**src/rtl/countdown_ctrl.sv**
```systemverilog
// Kitchen-timer control FSM: turns START/STOP presses and the RSW preset into
// counter load/decrement pulses, a 1 s tick, and the ALARM buzzer/LED phase.
module countdown_ctrl #(
  parameter int unsigned TICK_DIV  = 1000,
  parameter int unsigned BEEP_DIV  = 1,
  parameter int unsigned ALARM_SEC = 10
) (
  input  logic       CLOCK,
  input  logic       RESET,
  input  logic       PSW_START,
  input  logic       PSW_STOP,
  input  logic [3:0] RSW,
  input  logic       CNT_ZERO,
  output logic       CNT_LOAD,
  output logic [3:0] CNT_LOAD_MIN,
  output logic       CNT_DEC,
  output logic [1:0] STATE,
  output logic [7:0] LED,
  output logic       BZ
);

  localparam int unsigned PW = (TICK_DIV  > 1) ? $clog2(TICK_DIV)  : 1;
  localparam int unsigned BW = (BEEP_DIV  > 1) ? $clog2(BEEP_DIV)  : 1;
  localparam int unsigned AW = (ALARM_SEC > 1) ? $clog2(ALARM_SEC) : 1;

  localparam logic [PW-1:0] TICK_MAX   = PW'(TICK_DIV - 1);
  localparam logic [BW-1:0] BEEP_MAX   = BW'(BEEP_DIV - 1);
  localparam logic [AW-1:0] ALARM_LAST = AW'(ALARM_SEC - 1);

  typedef enum logic [1:0] {
    S_IDLE  = 2'd0,
    S_RUN   = 2'd1,
    S_PAUSE = 2'd2,
    S_ALARM = 2'd3
  } state_t;

  state_t state, state_nx;

  logic          prev_start, prev_stop;
  logic          start_e, stop_e;
  logic [3:0]    rsw_clamp;
  logic [PW-1:0] run_pre, alarm_pre;
  logic [BW-1:0] beep_pre;
  logic [AW-1:0] alarm_cnt;
  logic          load_q, dec_q;
  logic [3:0]    load_min_q;
  logic [7:0]    led_run;
  logic          beep_phase, bz_q;
  logic          run_tick, alarm_tick;
  logic          load_nx, dec_nx;
  logic          stay_run, stay_alarm;

  assign start_e    = PSW_START & ~prev_start;
  assign stop_e     = PSW_STOP  & ~prev_stop;
  assign rsw_clamp  = (RSW > 4'd9) ? 4'd9 : RSW;
  assign run_tick   = (state == S_RUN)   && (run_pre   == TICK_MAX);
  assign alarm_tick = (state == S_ALARM) && (alarm_pre == TICK_MAX);
  assign stay_run   = (state == S_RUN)   && (state_nx == S_RUN);
  assign stay_alarm = (state == S_ALARM) && (state_nx == S_ALARM);

  always_comb begin
    state_nx = state;
    load_nx  = 1'b0;
    dec_nx   = 1'b0;
    case (state)
      S_IDLE: begin
        if (!stop_e && start_e && (rsw_clamp != 4'd0)) begin
          state_nx = S_RUN;
          load_nx  = 1'b1;
        end
      end
      S_RUN: begin
        // load_q marks RUN cycle 1: CNT_ZERO still reflects the pre-load count
        if (stop_e)                     state_nx = S_IDLE;
        else if (CNT_ZERO && !load_q)   state_nx = S_ALARM;
        else if (start_e)               state_nx = S_PAUSE;
        else if (run_tick)              dec_nx   = 1'b1;
      end
      S_PAUSE: begin
        if (stop_e)       state_nx = S_IDLE;
        else if (start_e) state_nx = S_RUN;
      end
      S_ALARM: begin
        if (stop_e)                                        state_nx = S_IDLE;
        else if (alarm_tick && (alarm_cnt == ALARM_LAST))  state_nx = S_IDLE;
      end
      default: state_nx = S_IDLE;
    endcase
  end

  always_ff @(posedge CLOCK) begin
    if (RESET) begin
      state      <= S_IDLE;
      prev_start <= 1'b0;
      prev_stop  <= 1'b0;
      load_q     <= 1'b0;
      load_min_q <= '0;
      dec_q      <= 1'b0;
      run_pre    <= '0;
      led_run    <= '0;
      alarm_pre  <= '0;
      alarm_cnt  <= '0;
      beep_phase <= 1'b0;
      beep_pre   <= '0;
      bz_q       <= 1'b0;
    end else begin
      state      <= state_nx;
      prev_start <= PSW_START;
      prev_stop  <= PSW_STOP;
      load_q     <= load_nx;
      load_min_q <= load_nx ? rsw_clamp : 4'd0;
      dec_q      <= dec_nx;

      // Prescaler only advances on cycles that stay in RUN, so a pause keeps
      // the remaining count and no tick is lost on the leaving cycle.
      if (load_nx || (state == S_ALARM))
        run_pre <= '0;
      else if (stay_run)
        run_pre <= run_tick ? '0 : run_pre + 1'b1;

      if (load_nx)
        led_run <= 8'h01;
      else if (dec_nx)
        led_run <= {led_run[6:0], led_run[7]};

      if (stay_alarm) begin
        alarm_pre <= alarm_tick ? '0 : alarm_pre + 1'b1;
        if (alarm_tick) begin
          alarm_cnt  <= alarm_cnt + 1'b1;
          beep_phase <= ~beep_phase;
        end
      end else begin
        alarm_pre  <= '0;
        alarm_cnt  <= '0;
        beep_phase <= (state_nx == S_ALARM);
      end

      // Tone restarts from silence at every ALARM tick boundary.
      if (stay_alarm && beep_phase && !alarm_tick) begin
        if (beep_pre == BEEP_MAX) begin
          beep_pre <= '0;
          bz_q     <= ~bz_q;
        end else begin
          beep_pre <= beep_pre + 1'b1;
        end
      end else begin
        beep_pre <= '0;
        bz_q     <= 1'b0;
      end
    end
  end

  always_comb begin
    LED = '0;
    case (state)
      S_RUN, S_PAUSE: LED = led_run;
      S_ALARM:        LED = beep_phase ? 8'hFF : 8'h00;
      default:        LED = '0;
    endcase
  end

  assign BZ           = (state == S_ALARM) & beep_phase & bz_q;
  assign STATE        = state;
  assign CNT_LOAD     = load_q;
  assign CNT_LOAD_MIN = load_min_q;
  assign CNT_DEC      = dec_q;

endmodule
```
**config.mk**
```make
export PLATFORM = sky130hd
export DESIGN_NAME = countdown_ctrl
export DESIGN_NICKNAME = d
export VERILOG_FILES = /design/src/rtl/countdown_ctrl.sv
export SDC_FILE = /design/constraint.sdc
export NUM_CORES = 1
export LEC_CHECK = 0
export BUFFER_PORTS_ARGS = -buffer_cell sky130_fd_sc_hd__buf_4
export CORE_ASPECT_RATIO = 0.9
export CORE_UTILIZATION = 52
export DETAILED_ROUTE_END_ITERATION = 10
export PLACE_DENSITY = 0.75
export REMOVE_ABC_BUFFERS = 1
export SYNTH_ARGS = -nofsm -noshare
export SYNTH_HDL_FRONTEND = slang
export SYNTH_SLANG_ARGS = --single-unit
```
**constraint.sdc**
```tcl
create_clock -name CLOCK -period 1.9 [get_ports CLOCK]
set_input_delay 0.285 -clock CLOCK [delete_from_list [all_inputs] [get_ports CLOCK]]
set_output_delay 0.285 -clock CLOCK [all_outputs]
set_load 0.05 [all_outputs]
```
==> flow_summary.toml, run 1 <==
[final_layout]
num_antenna_cells = 0
layout-drive-gt1-share_pct = 45.8
final_area_um2 = 3350
nFillCells = 222
num-nets-final = 352
area_delta_synth_final_pct = 52.3
utilization_pct = 82.2

[route]
routedWlPerCell_um = 19.0
drtIter0Drc = 175
route.detailed.drc = 0
vias = 2307
vias_per_cell = 6.04
totalWireLength_um = 7260
drt_pre_antenna_iters = 4
drtAntennaViolNets = 0

[sta]
setup_tns_ns = -1.65
tightest_slew_ns = 0.518
hold_violations = 0
fin_skew_ns = 0.00468
fin_ws_ns = -0.171
relSlewSlack_pct = 65.4
max_freq_ghz = 0.483
layout_min_cycle_time_ns = 2.07
grt_setup_unrepaired = "yes"
finalSetupViolCount = 25
drv_slew = 0
period_share_pct = 109

[clock_tree]
clock_latency_ns = 0.30
numClockSinks = 45
cts.hold.buffers_added = 0
cts_buffers = 5
clkTransAtPathRegs_ns = 0.08
root_buffer = "clkbuf_8"
cts_buffer_depth = 2
h-tree-depth = 2
cts_tree = "yes"

[worst_setup_path]
cp_max_fo = 8
end_kind = "flop"
cp_common_cell = "buf_4"
slowest_stage = "dfxtp_2"
cpPeakStageDelay_ns = 0.34
crit_type = "flop to flop"
crit_buf_inv = 6
critPathLaunch = "STATE[1]$_SDFF_PP0_"
r2r_start = "STATE[1]$_SDFF_PP0_"
path_cells = "buf_4, buf_4, ha_4, buf_12, buf_4, inv_1, nand3_1, buf_4, nor3_1, a32o_1"
startpoint_type = "flop"
cp_top_family = "buffers and inverters"
arrival_ns = 2.32
cp_data_required_time_ns = 2.15

[power]
p_total_w = 0.00185
power_density_nw_per_um2 = 552
leakagePower_nw = 1.35
ir_worst_vdd_uv = 553

[min_path]
hold_path_class = "input port to flop"
min_from = "PSW_STOP"

[global_route]
use_met1_pct = 31.8
overflow = 0
grt_usage_pct = 26.7
grt_max_degree = 13
grt_busiest_layer = "met2"
grt_pass1_wl_um = 9400
use_met2_pct = 47.0
met3_usage_pct = 5.28
grt_pass1_vias = 2025
antenna_found_initial = 0

[synth]
ys.flop_type = "dfxtp_1"
synth.yosys.seq_area_share_pct = 41.0
yosysUniqueCellTypes = 45
synth_most_common_cell = "dfxtp_1"
synthTopCellsByArea = "dfxtp_1 (41%), nand2_1 (5.3%), ha_1 (5.1%), mux2i_1 (4.1%), nor2_1 (3.8%)"
ys_seq_elements = 45
synth.top_cell.area_share_pct = 41.0
syn_area_um2 = 2200
syn_area_per_cell_um2 = 8.69
ys.warnings.count = 0
synth_cells = 253
synthTopCellsByCount = "dfxtp_1 (45), nand2_1 (31), nor2_1 (22)"
synthArstFlopShare_pct = 0
synth_edf_count = 0
synth_top_area_cell = "dfxtp_1"

[placement]
dp_hpwl_um = 3660
io_buffers = 25
dpl_worst_slack_ns = -0.296
place.gp.congestion = 0.910
placed_area_um2 = 2730

[die]
pin_count = 26
dieArea_um2 = 4490
start_util_pct = 54.0
die_x_um = 70.6
core_area_um2 = 4070
die_y_um = 63.7
rows = 22

[run_status]
violations = "negative setup slack"
status = "finished with violations"

[job]
maxCapViolCount = 0
## state kept, by name (all words and copies together), names as in the netlist
name / cells
alarm_pre: 10
STATE: 2
led_run: 8
beep_pre: 1
beep_phase: 1
prev_start: 1
CNT_LOAD: 1
bz_q: 1
prev_stop: 1
alarm_cnt: 4
CNT_LOAD_MIN: 4
run_pre: 10
CNT_DEC: 1
## what timing repair did
action,4_1_cts,5_1_grt
gates resized for setup,49,49
setup endpoints to repair,43,42
pin swaps,9,20
buffers inserted,6,6
cloned,1,1
endpoints found under the hold margin,0,0
## cell type report
class / count / area, µm² / share of cell area, %
multi-input cells: 193 / 1580 / 47.2
flip-flops and latches: 45 / 910 / 27.2
inverters: 8 / 32.5 / 0.971
repair buffers: 81 / 681 / 20.3
clock buffers: 7 / 86.3 / 2.58
well taps: 48 / 60.1 / 1.79
## worst paths after layout
path                                           endpoint  slack, ns  depth (start not counted)
worst max-delay path            run_pre[8]$_SDFFE_PP0P_      -0.17                         10
worst min-delay path               prev_stop$_SDFF_PP0_       0.23                          2
worst max register to register  run_pre[8]$_SDFFE_PP0P_      -0.17                         10
worst min register to register  run_pre[1]$_SDFFE_PP0P_       0.47                          2
## cell families after synthesis
kind of cell	share of synthesized area [%]
muxes	4.10
buffers and inverters	3.24
other	0.170
xor gates and xnor gates	4.78
adders and majority gates	5.12
DFF	41.0
and+or+nand+nor	29.7
AOI/OAI and AO/OA	11.9
## cell usage in the layout (no fill, tap or decap), types with 2 or more instances in the layout
cell,instances
buf_4,65
dfxtp_1,40
nor2_1,19
nand2_1,18
buf_6,14
nand3_1,12
nand2_2,11
mux2i_1,9
nor3_1,9
a21oi_4,8
xor2_1,8
and3_1,6
nand4_1,6
nor3_2,6
a21oi_1,6
clkbuf_8,6
inv_1,5
a32o_1,5
ha_4,5
dfxtp_2,4
nand2b_1,4
xnor2_1,4
ha_1,4
nor2b_1,3
nor3b_1,3
o21ai_0,3
nor2_2,3
inv_2,2
nand2_8,2
or3_1,2
nor4_4,2
a31oi_1,2
nand3_4,2
nor2b_4,2
or2_2,2
a31o_2,2
## layer usage
| metal | share of wire (%) | vias to the layer above |
|---|---|---|
| met2 | 51 | 98 |
| met4 | 5.6 | 0 |
| li1 | - | 1056 |
| met1 | 38 | 1113 |
| met5 | 0 | - |
| met3 | 4.9 | 40 |
## through the flow
step | cells | hold slack (ns)
final | 382 | 0.227
after detailed placement | 361 | 0.474
after global routing | 382 | 0.235
after floorplan | 245 | 0.354
after global placement | 361 | 0.464
after CTS | 375 | 0.231
## power by group
part | internal, W | switching [W] | leakage (nW) | total, W
logic | 0.000121 | 0.000167 | 0.935 | 0.000287
registers | 0.000954 | 0.00000974 | 0.367 | 0.000963
clock network | 0.000289 | 0.000311 | 0.0443 | 0.000599
total | 0.00136 | 0.000487 | 1.35 | 0.00185
Note: power is estimated with default switching activity, not from simulation.
==> inputs of run 2 (changes only) <==
--- a/config.mk
+++ b/config.mk
@@ -6,10 +6,12 @@
 export NUM_CORES = 1
 export LEC_CHECK = 0
 export BUFFER_PORTS_ARGS = -buffer_cell sky130_fd_sc_hd__buf_4
+export CELL_PAD_IN_SITES_DETAIL_PLACEMENT = 0
+export CELL_PAD_IN_SITES_GLOBAL_PLACEMENT = 1
 export CORE_ASPECT_RATIO = 0.9
-export CORE_UTILIZATION = 52
+export CORE_UTILIZATION = 39
 export DETAILED_ROUTE_END_ITERATION = 10
-export PLACE_DENSITY = 0.75
+export PLACE_DENSITY_LB_ADDON = 0.1
 export REMOVE_ABC_BUFFERS = 1
 export SYNTH_ARGS = -nofsm -noshare
 export SYNTH_HDL_FRONTEND = slang
==> run 2 against run 1 <==
The run still ends with negative setup slack left. First-iteration DRC count down 26%. Via count is 8.5% lower. Combinational power about the same. Critical endpoint is now run_pre[9]$_SDFFE_PP0P_. Total power shrank 0.75%. Highest routed layer unchanged. Clock power decreased by 2%. Global-route usage fell by 7.6 points. Largest cell class unchanged. Sequential share of layout area is 0.25 points higher.
==> flow_summary.toml, run 2 (synthesized netlist as in run 1, its figures left out) <==
[die]
pin_count = 26
rows = 25
start_util_pct = 41.1
core_area_um2 = 5350
die_x_um = 81.2
die_y_um = 73.2
dieArea_um2 = 5940

[sta]
fin_ws_ns = -0.102
max_freq_ghz = 0.499
fin_skew_ns = 0.00917
grt_setup_unrepaired = "yes"
layout_min_cycle_time_ns = 2.00
period_share_pct = 105
drv_slew = 0
finalSetupViolCount = 20
hold_violations = 0
fin_hold_ws_ns = 0.215

[placement]
io_buffers = 25
place.gp.congestion = 0.781
placed_area_um2 = 2790
dp_hpwl_um = 3790

[clock_tree]
h-tree-depth = 2
cts_tree = "yes"
cts_buffers = 5
root_buffer = "clkbuf_8"
cts_buffer_depth = 2
numClockSinks = 45
clock_latency_ns = 0.30
clkTransAtPathRegs_ns = 0.09

[final_layout]
mostFrequentLayoutCells = "buf_4 (67), dfxtp_1 (39), nand2_1 (25)"
final_area_um2 = 3320
reg_top3 = "alarm_pre: 10 flops, run_pre: 10 flops, led_run: 8 flops"
mostFrequentLayoutCell = "buf_4"
area_delta_synth_final_pct = 51.1
layout-drive-gt1-share_pct = 44.1
num-nets-final = 355
num_antenna_cells = 0

[route]
route.detailed.drc = 0
totalWireLength_um = 5670
routedWlPerCell_um = 14.0
drtAntennaViolNets = 0
vias = 2112
drt_pre_antenna_iters = 4
drtIter0Drc = 130
vias_per_cell = 5.21

[job]
maxCapViolCount = 0

[min_path]
hold_path_class = "input port to flop"

[worst_setup_path]
startpoint_type = "flop"
end_kind = "flop"
crit_type = "flop to flop"
slowest_stage = "a311o_1"
cp_top_family = "compound AO/OA/AOI/OAI gates"
arrival_ns = 2.25
rrSetupSlack_ns = -0.10
cpPeakStageDelay_ns = 0.40
cp_data_required_time_ns = 2.15
path_cells = "and2b_1, o21ai_1, a311o_1, a311oi_2, buf_4, nor2b_4, a32o_1"
crit_buf_inv = 1
cp_max_fo = 6

[power]
leakagePower_nw = 1.37
ir_worst_vdd_uv = 351
power_density_nw_per_um2 = 553

[global_route]
grt_usage_pct = 19.0
antenna_found_initial = 0
overflow = 0
grt_max_degree = 15
grt_pass1_wl_um = 8670
grt_pass1_vias = 1869

[run_status]
violations = "negative setup slack"
status = "finished with violations"
## run 2: cell types whose count changed in the layout (fill, tap and decap cells not counted), sizes merged
cell and change:
clkinv +2, buf +3, clkinvlp +1, clkbuf -2
## run 2: timing repair
item                       4_1_cts  5_1_grt
gates resized for setup         25       56
setup endpoints to repair       33       42
buffers inserted                 1       12
pin swaps                       13       15
gates cloned                     1        1
hold endpoints to repair         0        0
hold buffers                     0        0
## run 2: power by group
group / switching [W] / internal [W] / leakage (nW)
clock: 0.000335 / 0.000254 / 0.0439
combinational: 0.000152 / 0.000132 / 0.957
sequential: 0.00000830 / 0.000954 / 0.367
## run 2: layer usage
layer  global-route usage (%)  up-vias  wire length [µm]
li1                         -     1066                 -
met1                     26.2     1019              2840
met2                     29.9       22              2620
met3                     3.75        5               159
met4                     5.95        0                46
met5                        0        -                 0
## run 2: worst paths after layout
| path | from | endpoint | cells past startpoint |
|---|---|---|---|
| worst max-delay path | prev_start$_SDFF_PP0_ | run_pre[9]$_SDFFE_PP0P_ | 7 |
| worst min-delay path | PSW_STOP | prev_stop$_SDFF_PP0_ | 2 |
| worst max register to register | prev_start$_SDFF_PP0_ | run_pre[9]$_SDFFE_PP0P_ | 7 |
| worst min register to register | run_pre[1]$_SDFFE_PP0P_ | run_pre[1]$_SDFFE_PP0P_ | 2 |
## run 2: cell type report
type                       count  area, µm²
clock buffer                   5       68.8
sequential                    45        911
multi-input combinational    193       1500
tap                           67       83.8
clock inverter                 3       17.5
fill                         459       2030
timing repair buffer          84        707
inverter                       8       32.5
## run 2: per-stage QoR
step / setup slack, ns / setup TNS, ns / total power [W] / util, % / std cells
after CTS: -0.142 / -1.69 / 0.00181 / 55.5 / 392
after global placement: -0.318 / -5.01 / 0.00120 / 52.1 / 382
final: -0.102 / -1.30 / 0.00184 / 62.1 / 405
after detailed placement: -0.333 / -5.00 / 0.00120 / 52.1 / 382
after global routing: -0.175 / -4.11 / 0.00191 / 62.1 / 405
after floorplan: -1.03 / -24.94 / 0.00109 / - / 245
==> inputs of run 3 (changes only) <==
--- a/config.mk
+++ b/config.mk
@@ -11,7 +11,9 @@
 export CORE_ASPECT_RATIO = 0.9
 export CORE_UTILIZATION = 39
 export DETAILED_ROUTE_END_ITERATION = 10
+export GPL_ROUTABILITY_DRIVEN = 0
 export PLACE_DENSITY_LB_ADDON = 0.1
+export RECOVER_POWER = 50
 export REMOVE_ABC_BUFFERS = 1
 export SYNTH_ARGS = -nofsm -noshare
 export SYNTH_HDL_FRONTEND = slang
==> run 3 against run 2 <==
The flow still finishes with violations (negative setup slack). Sequential share of layout area rose by 0.22 points. Via count about the same. Critical endpoint unchanged. Register-to-register slack about the same.
==> flow_summary.toml, run 3 (synthesized netlist as in run 1, its figures left out) <==
[worst_setup_path]
crit_type = "flop to flop"
slowest_stage = "a311o_1"
end_kind = "flop"
crit_buf_inv = 1
r2r_cells = 7
cp_data_required_time_ns = 2.15
rrSetupSlack_ns = -0.10
startpoint_type = "flop"
path_cells = "and2b_1, o21ai_1, a311o_1, a311oi_2, buf_4, nor2b_4, a32o_1"
r2r_start = "prev_start$_SDFF_PP0_"
r2r_end = "run_pre[9]$_SDFFE_PP0P_"
cpPeakStageDelay_ns = 0.40
cp_top_family = "compound AO/OA/AOI/OAI gates"
cp_max_fo = 6
arrival_ns = 2.25

[die]
pin_count = 26
dieArea_um2 = 5940
rows = 25
start_util_pct = 41.1
core_area_um2 = 5350
die_y_um = 73.2
die_x_um = 81.2

[placement]
dpl_worst_slack_ns = -0.333
io_buffers = 25
placed_area_um2 = 2790
dp_hpwl_um = 3790

[final_layout]
area_delta_synth_final_pct = 49.9
num-nets-final = 355
utilization_pct = 61.6
mostFrequentLayoutCells = "buf_4 (59), dfxtp_1 (39), nand2_1 (25)"
mostFrequentLayoutCell = "buf_4"
reg_top3 = "alarm_pre: 10 flops, run_pre: 10 flops, led_run: 8 flops"
layout-drive-gt1-share_pct = 42.0
num_antenna_cells = 0
final_area_um2 = 3300

[min_path]
hold_path_class = "input port to flop"
hold-path-endpoint = "STATE[0]$_SDFF_PP0_"
min_path_cells = 2
min_from = "RESET"

[sta]
hold_violations = 0
setup_tns_ns = -1.30
fin_skew_ns = 0.00918
grt_setup_unrepaired = "yes"
max_freq_ghz = 0.499
tightest_slew_ns = 0.629
relSlewSlack_pct = 58.2
period_share_pct = 105
drv_slew = 0
fin_ws_ns = -0.102
layout_min_cycle_time_ns = 2.00
finalSetupViolCount = 20

[global_route]
grt_pass1_vias = 1869
overflow = 0
antenna_found_initial = 0
grt_pass1_wl_um = 8670
grt_usage_pct = 19.0
grt_max_degree = 15

[clock_tree]
clkTransAtPathRegs_ns = 0.09
cts_buffer_depth = 2
h-tree-depth = 2
numClockSinks = 45
cts_buffers = 5
cts_tree = "yes"
clock_latency_ns = 0.30
root_buffer = "clkbuf_8"

[route]
vias = 2111
drtIter0Drc = 127
route.detailed.drc = 0
drtAntennaViolNets = 0
totalWireLength_um = 5670
routedWlPerCell_um = 14.0
vias_per_cell = 5.21
drt_pre_antenna_iters = 4

[run_status]
status = "finished with violations"
violations = "negative setup slack"

[job]
maxCapViolCount = 0

[power]
ir_worst_vdd_uv = 348
leakagePower_nw = 1.34
power_density_nw_per_um2 = 556
## run 3: final cells by class
class	instances	area, µm²
clock buffers	5	68.8
clock inverters	3	17.5
fillers	466	2050
inverters	8	32.5
multi-input cells	193	1500
flip-flops and latches	45	911
well taps	67	83.8
repair buffers	84	681
## run 3: what timing repair did
item | in CTS | in global routing
endpoints found under the setup margin | 33 | 42
hold buffers | 0 | 0
gates cloned | 1 | 1
buffers inserted | 1 | 12
resized for setup | 25 | 56
pin swaps | 13 | 15
## run 3: how the worst max path moves through the flow
stage | startpoint | end | slack [ns] | cells past startpoint
2_1_floorplan | STATE[0]$_SDFF_PP0_ | run_pre[5]$_SDFFE_PP0P_ | -1.03 | 7
3_3_place_gp | RSW[2] | bz_q$_SDFFE_PP0N_ | -0.32 | 8
3_5_place_dp | RSW[2] | bz_q$_SDFFE_PP0N_ | -0.33 | 8
4_1_cts | STATE[0]$_SDFF_PP0_ | run_pre[5]$_SDFFE_PP0P_ | -0.14 | 9
5_1_grt | prev_start$_SDFF_PP0_ | run_pre[5]$_SDFFE_PP0P_ | -0.17 | 8
6_report | prev_start$_SDFF_PP0_ | run_pre[9]$_SDFFE_PP0P_ | -0.10 | 7
## run 3: worst register-to-register path: stages, from the launching register on
cell	delay (ns)
dfxtp_1	0.31
and2b_1	0.32
o21ai_1	0.09
a311o_1	0.40
a311oi_2	0.29
buf_4	0.17
nor2b_4	0.20
a32o_1	0.16
## run 3: report_power, final
group	internal (W)	leakage (nW)	switching (W)	total (W)
sequential	0.000954	0.367	0.00000826	0.000962
combinational	0.000128	0.928	0.000152	0.000281
clock	0.000254	0.0439	0.000336	0.000590
## run 3: through the flow
step	hold WS, ns	cells	power, W
6_report	0.234	405	0.00183
5_1_grt	0.236	405	0.00191
4_1_cts	0.213	392	0.00181
3_5_place_dp	0.480	382	0.00120
3_3_place_gp	0.465	382	0.00120
2_1_floorplan	0.354	245	0.00109
## run 3: routing by layer
metal | vias up | GRT usage (%) | wire [µm]
met4 | 0 | 5.95 | 46
met2 | 23 | 29.9 | 2620
met5 | - | 0 | 0
met3 | 5 | 3.75 | 165
li1 | 1066 | - | -
met1 | 1017 | 26.2 | 2850
